==> src/rtl/adat_rx_param.sv <==
`timescale 1ns/1ps
// ADAT optical-line receiver.
// Recovers NRZI bits from an oversampled line and finds the 10-bit sync gap.
// It then captures the 245-bit field, checks the separator bits and delivers
// the channel samples and the user nibble through a valid/ready port.
// Ports:
//   clk, rst_n     system clock, synchronous active-low reset
//   adat_in        raw asynchronous NRZI line
//   m_valid/ready  frame handshake; m_data holds NUM_CH x SAMPLE_W samples, m_user the user nibble
//   locked         LOCK_FRAMES consecutive good frames have been seen
//   frame_err      one-clock pulse for each rejected frame
//   overrun        sticky; a good frame was dropped while output was held
module adat_rx_param #(
    parameter int CLK_PER_BIT = 8,
    parameter int NUM_CH      = 8,
    parameter int SAMPLE_W    = 24,
    parameter int SYNC_CLKS   = 60,
    parameter int LOCK_FRAMES = 4
) (
    input  logic                       clk,
    input  logic                       rst_n,
    input  logic                       adat_in,
    output logic                       m_valid,
    input  logic                       m_ready,
    output logic [NUM_CH*SAMPLE_W-1:0] m_data,
    output logic [3:0]                 m_user,
    output logic                       locked,
    output logic                       frame_err,
    output logic                       overrun
);

    localparam int FIELD_BITS = 245;
    localparam int PH_W       = $clog2(CLK_PER_BIT);
    localparam int GAP_W      = $clog2(SYNC_CLKS + 2);
    localparam int GOOD_W     = $clog2(LOCK_FRAMES + 1);

    typedef enum logic [2:0] {IDLE, HUNT, ALIGN, SHIFT, CHECK} state_t;

    state_t                   state, state_next;
    logic                     sync1, sync2, sync_prev;
    logic                     trans;
    logic [GAP_W-1:0]         gap_cnt;
    logic                     gap_over;
    logic [PH_W-1:0]          phase;
    logic                     sample_en;
    logic                     start;
    logic                     done;
    logic [7:0]               bit_cnt;
    logic                     prev_sample;
    logic                     gap_bad;
    logic [FIELD_BITS-1:0]    field;
    logic                     sep_ok;
    logic                     pass;
    logic                     load;
    logic [23:0]              word;
    logic [NUM_CH*SAMPLE_W-1:0] frame_data;
    logic [GOOD_W-1:0]        good_cnt, good_next;

    assign trans     = sync2 ^ sync_prev;
    assign gap_over  = gap_cnt > GAP_W'(SYNC_CLKS);
    assign start     = (state == ALIGN) && trans;
    assign sample_en = (state == SHIFT) && (phase == PH_W'(CLK_PER_BIT / 2 - 1));
    assign done      = sample_en && (bit_cnt == 8'(FIELD_BITS));

    // Synchroniser plus the previous-value flop used for edge detection.
    always_ff @(posedge clk) begin
        if (!rst_n) begin
            sync1     <= 1'b0;
            sync2     <= 1'b0;
            sync_prev <= 1'b0;
        end else begin
            sync1     <= adat_in;
            sync2     <= sync1;
            sync_prev <= sync2;
        end
    end

    always_ff @(posedge clk) begin
        if (!rst_n) begin
            gap_cnt <= '0;
            phase   <= '0;
        end else begin
            if (trans)
                gap_cnt <= '0;
            else if (gap_cnt != '1)
                gap_cnt <= gap_cnt + 1'b1;

            if (trans || start)
                phase <= '0;
            else if (phase == PH_W'(CLK_PER_BIT - 1))
                phase <= '0;
            else
                phase <= phase + 1'b1;
        end
    end

    always_ff @(posedge clk) begin
        if (!rst_n)
            state <= IDLE;
        else
            state <= state_next;
    end

    always_comb begin
        state_next = state;
        case (state)
            IDLE:    state_next = HUNT;
            HUNT:    if (gap_over) state_next = ALIGN;
            ALIGN:   if (trans) state_next = SHIFT;
            SHIFT:   if (done) state_next = CHECK;
            CHECK:   state_next = HUNT;
            default: state_next = IDLE;
        endcase
    end

    // Sample 0 falls inside the sync '1' and only seeds the NRZI reference;
    // samples 1..245 are the decoded field bits.
    always_ff @(posedge clk) begin
        if (!rst_n) begin
            bit_cnt     <= '0;
            prev_sample <= 1'b0;
            gap_bad     <= 1'b0;
            field       <= '0;
        end else if (start) begin
            bit_cnt <= '0;
            gap_bad <= 1'b0;
        end else if (state == SHIFT) begin
            if (gap_over)
                gap_bad <= 1'b1;
            if (sample_en) begin
                prev_sample <= sync2;
                bit_cnt     <= bit_cnt + 1'b1;
                if (bit_cnt != '0)
                    field <= {field[FIELD_BITS-2:0], sync2 ^ prev_sample};
            end
        end
    end

    // Field offset i sits at field[FIELD_BITS-1-i].
    always_comb begin
        sep_ok = 1'b1;
        for (int unsigned j = 0; j < 49; j++)
            sep_ok = sep_ok & field[FIELD_BITS - 5 - 5 * j];
    end

    always_comb begin
        frame_data = '0;
        word       = '0;
        for (int unsigned c = 0; c < NUM_CH; c++) begin
            for (int unsigned k = 0; k < 6; k++)
                word[23 - 4 * k -: 4] = field[FIELD_BITS - 6 - 30 * c - 5 * k -: 4];
            frame_data[c * SAMPLE_W +: SAMPLE_W] = word[23 -: SAMPLE_W];
        end
    end

    assign pass      = sep_ok && !gap_bad;
    assign load      = (state == CHECK) && pass && locked && (!m_valid || m_ready);
    assign good_next = (good_cnt == GOOD_W'(LOCK_FRAMES)) ? good_cnt : good_cnt + 1'b1;

    always_ff @(posedge clk) begin
        if (!rst_n) begin
            good_cnt  <= '0;
            locked    <= 1'b0;
            frame_err <= 1'b0;
            overrun   <= 1'b0;
            m_valid   <= 1'b0;
            m_data    <= '0;
            m_user    <= '0;
        end else begin
            frame_err <= 1'b0;
            if (state == CHECK) begin
                if (!pass) begin
                    frame_err <= 1'b1;
                    good_cnt  <= '0;
                    locked    <= 1'b0;
                end else begin
                    good_cnt <= good_next;
                    if (good_next == GOOD_W'(LOCK_FRAMES))
                        locked <= 1'b1;
                    if (locked && m_valid && !m_ready)
                        overrun <= 1'b1;
                end
            end

            if (load) begin
                m_valid <= 1'b1;
                m_data  <= frame_data;
                m_user  <= field[FIELD_BITS-1 -: 4];
            end else if (m_valid && m_ready) begin
                m_valid <= 1'b0;
            end
        end
    end

endmodule

==> config.mk <==
export PLATFORM = sky130hd
export DESIGN_NAME = adat_rx_param
export DESIGN_NICKNAME = d
export VERILOG_FILES = /design/src/rtl/adat_rx_param.sv
export SDC_FILE = /design/constraint.sdc
export NUM_CORES = 1
export LEC_CHECK = 0
export BUFFER_PORTS_ARGS = -buffer_cell sky130_fd_sc_hd__clkbuf_2
export CAP_MARGIN = 40
export CORE_MARGIN = 2
export CORE_UTILIZATION = 60
export CTS_BUF_LIST = sky130_fd_sc_hd__clkbuf_4 sky130_fd_sc_hd__clkbuf_8
export DETAILED_ROUTE_END_ITERATION = 8
export PLACE_DENSITY_LB_ADDON = 0.25
export SLEW_MARGIN = 20
export SYNTH_ARGS = -nofsm -noshare
export SYNTH_HDL_FRONTEND = slang
export SYNTH_SLANG_ARGS = --single-unit
==> constraint.sdc <==
create_clock -name clk -period 3.25 [get_ports clk]
set_input_delay 0.65 -clock clk [delete_from_list [all_inputs] [get_ports clk]]
set_output_delay 0.65 -clock clk [all_outputs]
set_load 0.01 [all_outputs]
Yosys cells after proc, flatten, opt, wreduce, memory -nomap -nowiden
Cells that the tools add are included.
{ "op_classes": {"n_addsub": 4, "eq_ne": 14, "reduce_logical": 30, "mux": 11, "magnitude_cmp": 1, "bitwise": 52} }
{ "op_table": {"columns": ["operator", "n"], "rows": [
  ["1-bit AND", 48],
  ["3-bit two-way mux", 5],
  ["3-bit equality test, second input constant", 4],
  ["3-bit one-hot mux with 4 select lines", 1],
  ["1-bit logical AND", 10],
  ["3-bit by 2-bit equality test with 1-bit output, second input constant", 3],
  ["3-bit AND reduction", 3],
  ["8-bit by 1-bit adder with 8-bit output, second input constant", 1],
  ["8-bit equality test, second input constant", 1],
  ["2-bit AND reduction", 4],
  ["8-bit nonzero test", 1],
  ["3-bit by 1-bit adder with 3-bit output, second input constant", 2],
  ["6-bit by 1-bit adder with 6-bit output, second input constant", 1],
  ["6-bit greater-than comparator, second input constant", 1],
  ["2-bit != test, second input constant", 3],
  ["6-bit != test, second input constant", 1],
  ["2-bit OR reduction", 3],
  ["1-bit two-way mux", 5],
  ["4-bit AND reduction", 1],
  ["3-bit by 1-bit equality test with 1-bit output, second input constant", 1],
  ["1-bit zero test", 3],
  ["3-bit zero test", 1],
  ["3-bit OR reduction", 1],
  ["1-bit logical OR", 2],
  ["4 further kinds", 6]
]} }
{ "word_totals": {"wordCells": 129, "in_bits": 4, "output_inout_bits": 200, "regBits": 473} }

Longest topological paths before layout
Gate-level depths: netlist of run 1.
{ "logic_depth": {"word_depth": 53, "depth_mapped": 10, "ltp_nobuf": 7} }

Worst setup path after synthesis of run 1
OpenSTA, ideal clock, no wires.
{ "synth_path": {"path_type": "register -> register", "startpoint": "reg state[2]", "endpoint": "reg m_data[145]", "slack_ns": 1.185, "setup_ns": 0.132, "t_arrival_ns": 1.933, "t_required_ns": 3.118, "stages_incl_launch_ff": 10, "period_less_slack_ns": 2.065, "path_buffers": 4, "path_cell_list": "dfxtp_1 buf_4 or3b_1 buf_6 nor4_4 nand4_4 buf_6 buf_6 o21ai_0 a21oi_1"} }
{ "synth_via": {"elab_chain_cells": 4} }
{ "synth_rtl": {"columns": ["item", "line_no", "rtl"], "rows": [
  ["start, declared", "39", "state_t state, state_next;"],
  ["start signal, assigned", "101", "state <= state_next;"],
  ["3-bit equality test", "157", "assign load = (state == CHECK) && pass && locked && (!m_valid || m_ready);"],
  ["1-bit logical AND (3 in a row)", "157", null],
  ["end signal, assigned", "187", "m_data <= frame_data;"],
  ["end, declared", "25", "output logic [NUM_CH*SAMPLE_W-1:0] m_data,"]
]} }
No other way between the ends.
A chain may end at the register's enable or synchronous reset.

Final worst setup path of run 1
{ "layout_path": {"startpoint": "reg state[2]", "endpoint": "reg m_data[86]"} }
Same word-level chain as after synthesis.

==> impl_metrics.ini, run 1 <==
[status]
status = finished, final reports clean

[cts]
cts_inserted_buffers = 74
tritoncts = done
cts_setup_buffers = 0
postCtsHoldBufs = 0
clkTransAtPathRegs_ns = 0.06
clockRootBuffer = clkbuf_8
cts.repair.resized = 0
cts_max_level = 3
cts_max_path_buffers = 3
clock_latency_ns = 0.59
clock_sinks = 473

[routing]
post-route-drc-count = 0
wire_per_inst_um = 16.4
wl_um = 44300
drt-initial-drc-count = 1729
drtAntennaViolNets = 0
drtPass1Iterations = 5
vias = 16000
vias_per_cell = 5.91

[power_and_ir_drop]
power.internal_mw = 8.89
cellPowerDensity_nw_per_um2 = 552
peakVddDrop_mv = 0.388
switching_power_mw = 2.36
clkPwrFrac = 0.472
seqPwrFrac = 0.516
p_leak_nw = 7.07
p_comb_frac = 0.011
p_sw_frac = 0.210

[logic_synthesis]
syn_inst = 2162
seq_area_frac_synth = 0.535
ys_top_cells_by_area = dfxtp_1, a21oi_1, nand2_1
synthTopCellsByCount = nand2_1, dfxtp_1, a21oi_1
ys_types = 45
ys.flop_type = dfxtp_1
yosys_register_bits = 473
yosysWarnings = 0
syn_area_um2 = 17700
yosysTopAreaCell = dfxtp_1
synthesis.nets = 2176
ys_async_sr_fraction = 0
avgSynthCellArea_um2 = 8.19
synth_edf_count = 0
synth.top_cell.area_share = 0.535
synth_most_common_cell = nand2_1

[die]
core_area_um2 = 28900
floorplan.die_area_um2 = 30900
die_x_um = 176
die_h_um = 176
num_rows = 62
ios = 204
start_util = 0.614

[sta]
skew_ns = 0.0258
min_period_over_period = 0.785
worstMarginPinSlew_ns = 0.750
maxSlewHeadroom = 0.500
rsz0062_at_grt = false
holdWs_ns = 0.318
hold_viol_final = 0
setup_viol = 0
slew_violations = 0
fmax_ghz = 0.392
finalSetupTns_ns = 0
min_period_ns = 2.55

[layout]
multi_input_area_um2 = 7230
drive_above_1_share = 0.166
seq_area_um2 = 9470
area_delta_synth_final_pct = 15.2
nets = 2275
nFillCells = 2284

[setup_path]
startpoint_type = register
r2r_cells = 7
rrSetupSlack_ns = 0.70
crit_required_ns = 3.69
cp_max_fo = 55
r2r_end = m_data[86]
critPathArrivalTime_ns = 3.00
r2r_start = state[2]
critical_path_class = reg2reg
cp-end-kind = register

[worst_hold_path]
whs_path_depth = 2
hold_path_end = sync1
min_from = adat_in
min_path_type = in2reg

[place]
gp_congestion = 0.797
port_buffers = 203
hpwl_um = 26100

[global_route]
grt_pass1_wl_um = 71600
grt_pass1_vias = 14500
track_usage = 0.276
grt_overflow = 0
grt_max_degree = 149
antenna_found_initial = 1

[run]
maxCapViolations = 0
[registers in the layout, summed over array words and instances (netlist names)]
name,count
good_cnt,3
bit_cnt,8
gap_bad,1
prev_sample,1
sync1,1
phase,3
state,3
sync_prev,1
overrun,1
gap_cnt,6
locked,1
sync2,1
m_data,192
field,245
m_valid,1
frame_err,1
m_user,4
[power groups by stage]
stage                     registers (mW)  logic [mW]  clock network [mW]
after floorplan                     5.94      0.0966                   0
after global placement              5.94       0.123                   0
after detailed placement            5.94       0.125                   0
after CTS                           5.81       0.126                5.39
after global routing                5.81       0.138                5.65
final                               5.81       0.126                5.32
[worst max-delay path: stages (launching register included)]
cell	delay, ns
dfxtp_1	0.48
or3b_1	0.53
nor4_4	0.36
nand4_4	0.12
buf_4	0.32
buf_12	0.25
o21ai_0	0.23
a21oi_1	0.09
[worst max path at each step]
stage                   from          end  cells past startpoint  slack, ns
CTS                 state[2]   m_data[95]                      7       0.70
global placement    state[2]   m_data[69]                      6       0.88
global route        state[2]   m_data[76]                      7       0.53
detailed placement  state[2]   m_data[86]                      7       0.71
finish              state[2]   m_data[86]                      7       0.70
floorplan           state[2]  m_data[145]                      9       1.18
[layer usage]
| metal | part of all wire | GRT usage | up-vias |
|---|---|---|---|
| met4 | 0.028 | 0.112 | 0 |
| met1 | 0.44 | 0.376 | 7594 |
| met5 | 0 | 0 | - |
| li1 | - | - | 7722 |
| met2 | 0.47 | 0.441 | 576 |
| met3 | 0.060 | 0.0420 | 89 |
[area by class of cell]
cell class | count | area share
Clock inverter | 13 | 0.00466
Tap cell | 384 | 0.0236
Sequential cell | 473 | 0.464
Inverter | 10 | 0.00221
Timing Repair Buffer | 240 | 0.0755
Antenna cell | 1 | 0.000123
Multi-Input combinational cell | 1462 | 0.355
Clock buffer | 119 | 0.0751
[placed cells by master, fill, tap and decap left out, types with 18 or more instances in the layout]
cell,instances
clkbuf_2,203
a21oi_1,455
o21ai_0,173
buf_12,18
o21ai_1,24
buf_4,18
nand2_1,504
nand4_1,209
dfxtp_1,473
clkbuf_8,102
[cell families after synthesis]
| kind of cell | after synthesis | synth area share |
|---|---|---|
| AOI/OAI and AO/OA | 666 | 0.192 |
| and+or+nand+nor | 775 | 0.203 |
| DFF | 473 | 0.535 |
| adders and majority gates | 10 | 0.00707 |
| buffers and inverters | 227 | 0.0580 |
| xor gates and xnor gates | 9 | 0.00445 |
| muxes | 2 | 0.00120 |
[through the flow]
stage / power (mW) / setup WS (ns) / utilization / cells / instance area (µm²)
finish: 11.3 / 0.697 / 0.707 / 2702 / 20400
CTS: 11.3 / 0.696 / 0.706 / 2700 / 20400
global route: 11.6 / 0.527 / 0.707 / 2702 / 20400
floorplan: 6.04 / 1.18 / - / 2162 / 17700
global placement: 6.06 / 0.875 / 0.648 / 2566 / 18700
detailed placement: 6.07 / 0.714 / 0.649 / 2568 / 18700
Power figures use the tool's default switching activity.
==> inputs of run 2 (changes only) <==
Settings changed: CORE_UTILIZATION 60 to 54.
Clock period 3.25 ns to 2.3 ns, I/O delays scaled along.
==> impl_metrics.ini, run 2 (synthesized netlist as in run 1, its figures left out) <==
[layout]
largest_register = field
largest_reg_flops = 245
area_delta_synth_final_pct = 18.0
drive_above_1_share = 0.173
nets = 2299
final_common_cell = nand2_1
reg_top3 = field: 245 flops, m_data: 192 flops, bit_cnt: 8 flops
layout_common_cells = nand2_1, dfxtp_1, a21oi_1, nand4_1, clkbuf_2
fin_cells = 2770
diodes = 0
utilization = 0.646

[cts]
clock_latency_ns = 0.60
clockRootBuffer = clkbuf_8
clock_sinks = 473
clkTransAtPathRegs_ns = 0.06
cts_max_path_buffers = 3
cts_max_level = 3
tritoncts = done
cts_inserted_buffers = 74

[routing]
wl_um = 45500
vias = 15900
vias_per_cell = 5.73
met1_length_um = 20100
wire_per_inst_um = 16.4
met3_length_um = 2900
drt-initial-drc-count = 1596
met2_length_um = 21500
drtAntennaViolNets = 0
post-route-drc-count = 0
drtPass1Iterations = 6
top_layer_used = met4

[sta]
min_period_ns = 2.27
maxSlewHeadroom = 0.588
final_critical_path_setup_slack_ns = 0.0343
hold_viol_final = 0
min_period_over_period = 0.985
fmax_ghz = 0.441
worstMarginPinSlew_ns = 0.618
skew_ns = 0.0334
slew_violations = 0
finalSetupTns_ns = 0
setup_viol = 0

[global_route]
grt_overflow = 0
antenna_found_initial = 0
grt_pass1_vias = 14300
track_usage = 0.247
grt_pass1_wl_um = 70400
grt_max_degree = 136

[setup_path]
cp.depth = 9
crit_required_ns = 2.81
cp_num_buf_inv = 4
slowest_delay_ns = 0.47
startpoint_type = register
critical_path_class = reg2reg
critPathArrivalTime_ns = 2.78
crit_family = buffers and inverters
cp-end-kind = register
cp_max_fo = 17
crit_chain = inv_1 > ha_1 > or4b_4 > o41ai_4 > buf_6 > buf_12 > clkbuf_16 > nand2_1 > a21oi_1
crit_slowest_cell = or4b_4
r2r_cells = 9

[die]
start_util = 0.547
ios = 204
die_x_um = 185
num_rows = 66
core_area_um2 = 32400
die_h_um = 185
floorplan.die_area_um2 = 34300

[place]
dpl_worst_slack_ns = 0.0126
port_buffers = 203
gp_congestion = 0.772
dp.cells = 2637
hpwl_um = 26100

[power_and_ir_drop]
power.total_mw = 15.5
peakVddDrop_mv = 0.491
p_leak_nw = 7.26
cellPowerDensity_nw_per_um2 = 743

[status]
status = finished, final reports clean

[worst_hold_path]
min_path_type = in2reg
whs_path_depth = 2

[run]
maxCapViolations = 0
run 2: changes by cell type in the layout (fill, tap and decap cells not counted), moves of 2 or more:
cell        before  now
clkbuf_8       102   90
buf_12          18   28
clkbuf_16        0    9
clkinv_2        10    3
buf_6            0    4
buf_16           1    4
buf_4           18   15
clkbuf_4        17   19
clkinvlp_4       2    4
nor4_1           2    0
nor4_2           0    2
run 2: metrics by stage:
stage	hold slack [ns]	area, µm²
after floorplan	0.408	17700
after global placement	0.414	19000
after detailed placement	0.427	19000
after CTS	0.0471	20500
after global routing	0.0665	20900
final	0.0708	20900
run 2: repair_timing:
| item | 4_1_cts | 5_1_grt |
|---|---|---|
| pin swaps | 0 | 3 |
| setup buffers | 0 | 1 |
| setup endpoints to repair | 3 | 223 |
| cloned | 0 | 13 |
| hold buffers | 0 | 0 |
| gates resized for setup | 2 | 23 |
run 2: worst reg2reg max path, stage by stage, from the launching register on:
cell and delay, ns:
dfxtp_2 0.34, inv_1 0.08, ha_1 0.13, or4b_4 0.47, o41ai_4 0.37, buf_6 0.18
buf_12 0.16, clkbuf_16 0.20, nand2_1 0.08, a21oi_1 0.17
run 2: per-layer routing:
layer | up-vias | track usage
met1 | 7460 | 0.336
li1 | 7781 | -
met4 | 0 | 0.0775
met3 | 85 | 0.0495
met2 | 548 | 0.396
met5 | - | 0
run 2: final timing paths:
| check | slack [ns] | end | startpoint |
|---|---|---|---|
| setup / recovery | 0.03 | field[114] | bit_cnt[0] |
| hold / removal | 0.07 | sync1 | adat_in |
| setup reg to reg | 0.03 | field[114] | bit_cnt[0] |
| hold reg to reg | 0.44 | phase[0] | phase[0] |
run 2: power by group:
| group | total [mW] | internal, mW | switching (mW) | leakage (nW) |
|---|---|---|---|---|
| clock network | 7.11 | 3.94 | 3.17 | 0.772 |
| registers | 8.22 | 8.21 | 0.00945 | 3.81 |
| logic | 0.199 | 0.0490 | 0.150 | 2.68 |
| total | 15.5 | 12.2 | 3.33 | 7.26 |
run 2: cell type report:
| class | instances | area [µm²] |
|---|---|---|
| fill | 2807 | 11500 |
| inverter | 10 | 45.0 |
| sequential | 473 | 9470 |
| multi-input combinational | 1462 | 7270 |
| timing repair buffer | 264 | 2080 |
| clock inverter | 10 | 95.1 |
| tap | 442 | 553 |
| clock buffer | 109 | 1380 |
==> inputs of run 3 (changes only) <==
Settings changed: CORE_MARGIN 2 to 1, SLEW_MARGIN 20 to unset.
==> impl_metrics.ini, run 3 (synthesized netlist as in run 1, its figures left out) <==
[cts]
clkTransAtPathRegs_ns = 0.06
tritoncts = done
postCtsHoldBufs = 0
clock_latency_ns = 0.60
clock_sinks = 473
cts_max_path_buffers = 3
cts_inserted_buffers = 76
cts_max_level = 3
clockRootBuffer = clkbuf_8

[global_route]
track_usage = 0.258
grt_max_degree = 101
grt_overflow = 0
antenna_found_initial = 0
grt_pass1_vias = 14700
grt_pass1_wl_um = 72100

[layout]
nets = 2303
drive_above_1_share = 0.176
largest_register = field
reg_top3 = field: 245 flops, m_data: 192 flops, bit_cnt: 8 flops
largest_reg_flops = 245
diodes = 0
final_common_cell = nand2_1
area_delta_synth_final_pct = 18.0
nFillCells = 2662
layout_common_cells = nand2_1, dfxtp_1, a21oi_1, nand4_1, clkbuf_2

[die]
num_rows = 65
ios = 204
start_util = 0.555
core_area_um2 = 31900
floorplan.die_area_um2 = 33500
die_h_um = 183
die_x_um = 183

[setup_path]
crit_required_ns = 2.77
startpoint_type = register
rrSetupSlack_ns = 0.06
r2r_end = field[60]
cp_max_fo = 100
cp-end-kind = register
r2r_start = bit_cnt[0]
crit_chain = inv_1 > ha_1 > or4b_4 > o41a_2 > buf_12 > nand2_1 > a21oi_1
critical_path_class = reg2reg
slowest_delay_ns = 0.48
r2r_cells = 7
critPathArrivalTime_ns = 2.71
crit_slowest_cell = or4b_4

[worst_hold_path]
hold_path_end = sync1
min_path_type = in2reg
whs_path_depth = 2
min_from = adat_in

[sta]
skew_ns = 0.0349
fmax_ghz = 0.446
finalSetupTns_ns = 0
setup_viol = 0
hold_viol_final = 0
rsz0062_at_grt = false
worstMarginPinSlew_ns = 0.599
maxSlewHeadroom = 0.600
min_period_ns = 2.24
min_period_over_period = 0.976
slew_violations = 0

[routing]
wire_per_inst_um = 16.2
drtAntennaViolNets = 0
drt-initial-drc-count = 1297
vias_per_cell = 5.74
post-route-drc-count = 0
drtPass1Iterations = 5
wl_um = 44900
vias = 15900

[power_and_ir_drop]
power.total_mw = 15.8
cellPowerDensity_nw_per_um2 = 756
p_sw_frac = 0.217
switching_power_mw = 3.42
p_comb_frac = 0.013
clkPwrFrac = 0.466
peakVddDrop_mv = 0.514
seqPwrFrac = 0.520
power.internal_mw = 12.4
p_leak_nw = 7.29

[status]
status = finished, final reports clean

[place]
gp_congestion = 0.781
hpwl_um = 26800
port_buffers = 203

[run]
maxCapViolations = 0
run 3: what timing repair did:
action                     CTS  global route
pin swaps                    0             1
resized for setup            2            11
cloned                       0             4
setup endpoints to repair    3           205
setup buffers                0             1
run 3: worst max-delay path: cells and delay by family, from the launching register on:
family | cells | cell delay (ns)
AND/OR/NAND/NOR | 2 | 0.67
AO/OA/AOI/OAI | 2 | 0.54
flip-flops | 1 | 0.35
buffers and inverters | 2 | 0.33
adder cells (fa/ha/maj) | 1 | 0.14
run 3: layout make-up:
cell class,count,area (µm²),share of cell area
clock inverters,12,76.3,0.00365
inverters,10,45.0,0.00216
clock buffers,117,1490,0.0711
flip-flops and latches,473,9470,0.453
multi-input cells,1462,7260,0.348
well taps,435,544,0.0261
repair buffers,266,2010,0.0961
run 3: worst max path at each step:
stage,from,to,slack (ns),cells after the start
after detailed placement,field[65],m_data[27],0.02,7
after floorplan,state[2],m_data[145],0.23,9
after CTS,bit_cnt[0],field[90],0.03,8
after global placement,field[65],m_data[179],0.08,7
after global routing,field[220],m_data[65],0.0004,8
final,bit_cnt[0],field[60],0.06,7
run 3: metrics by stage:
| step | hold slack, ns | area (µm²) | worst slack, ns | instances | utilization |
|---|---|---|---|---|---|
| after floorplan | 0.408 | 17700 | 0.235 | 2162 | - |
| after global placement | 0.415 | 19100 | 0.0839 | 2641 | 0.601 |
| after detailed placement | 0.426 | 19100 | 0.0232 | 2641 | 0.601 |
| after CTS | 0.0612 | 20700 | 0.0343 | 2770 | 0.650 |
| after global routing | 0.0754 | 20900 | 0.000400 | 2775 | 0.655 |
| final | 0.0834 | 20900 | 0.0558 | 2775 | 0.655 |
run 3: per-layer routing:
layer | vias to the layer above | global-route usage | share of wire | routed length, µm
li1 | 7784 | - | - | -
met1 | 7572 | 0.342 | 0.44 | 19800
met2 | 503 | 0.421 | 0.48 | 21700
met3 | 68 | 0.0431 | 0.056 | 2530
met4 | 0 | 0.0953 | 0.021 | 953
met5 | - | 0 | 0 | 0
run 3: power groups by stage:
stage / Clock (mW) / Combinational, mW / Sequential, mW
6_report: 7.37 / 0.212 / 8.21
5_1_grt: 7.85 / 0.228 / 8.21
4_1_cts: 7.48 / 0.212 / 8.21
3_5_place_dp: 0 / 0.211 / 8.39
3_3_place_gp: 0 / 0.207 / 8.39
2_1_floorplan: 0 / 0.136 / 8.39
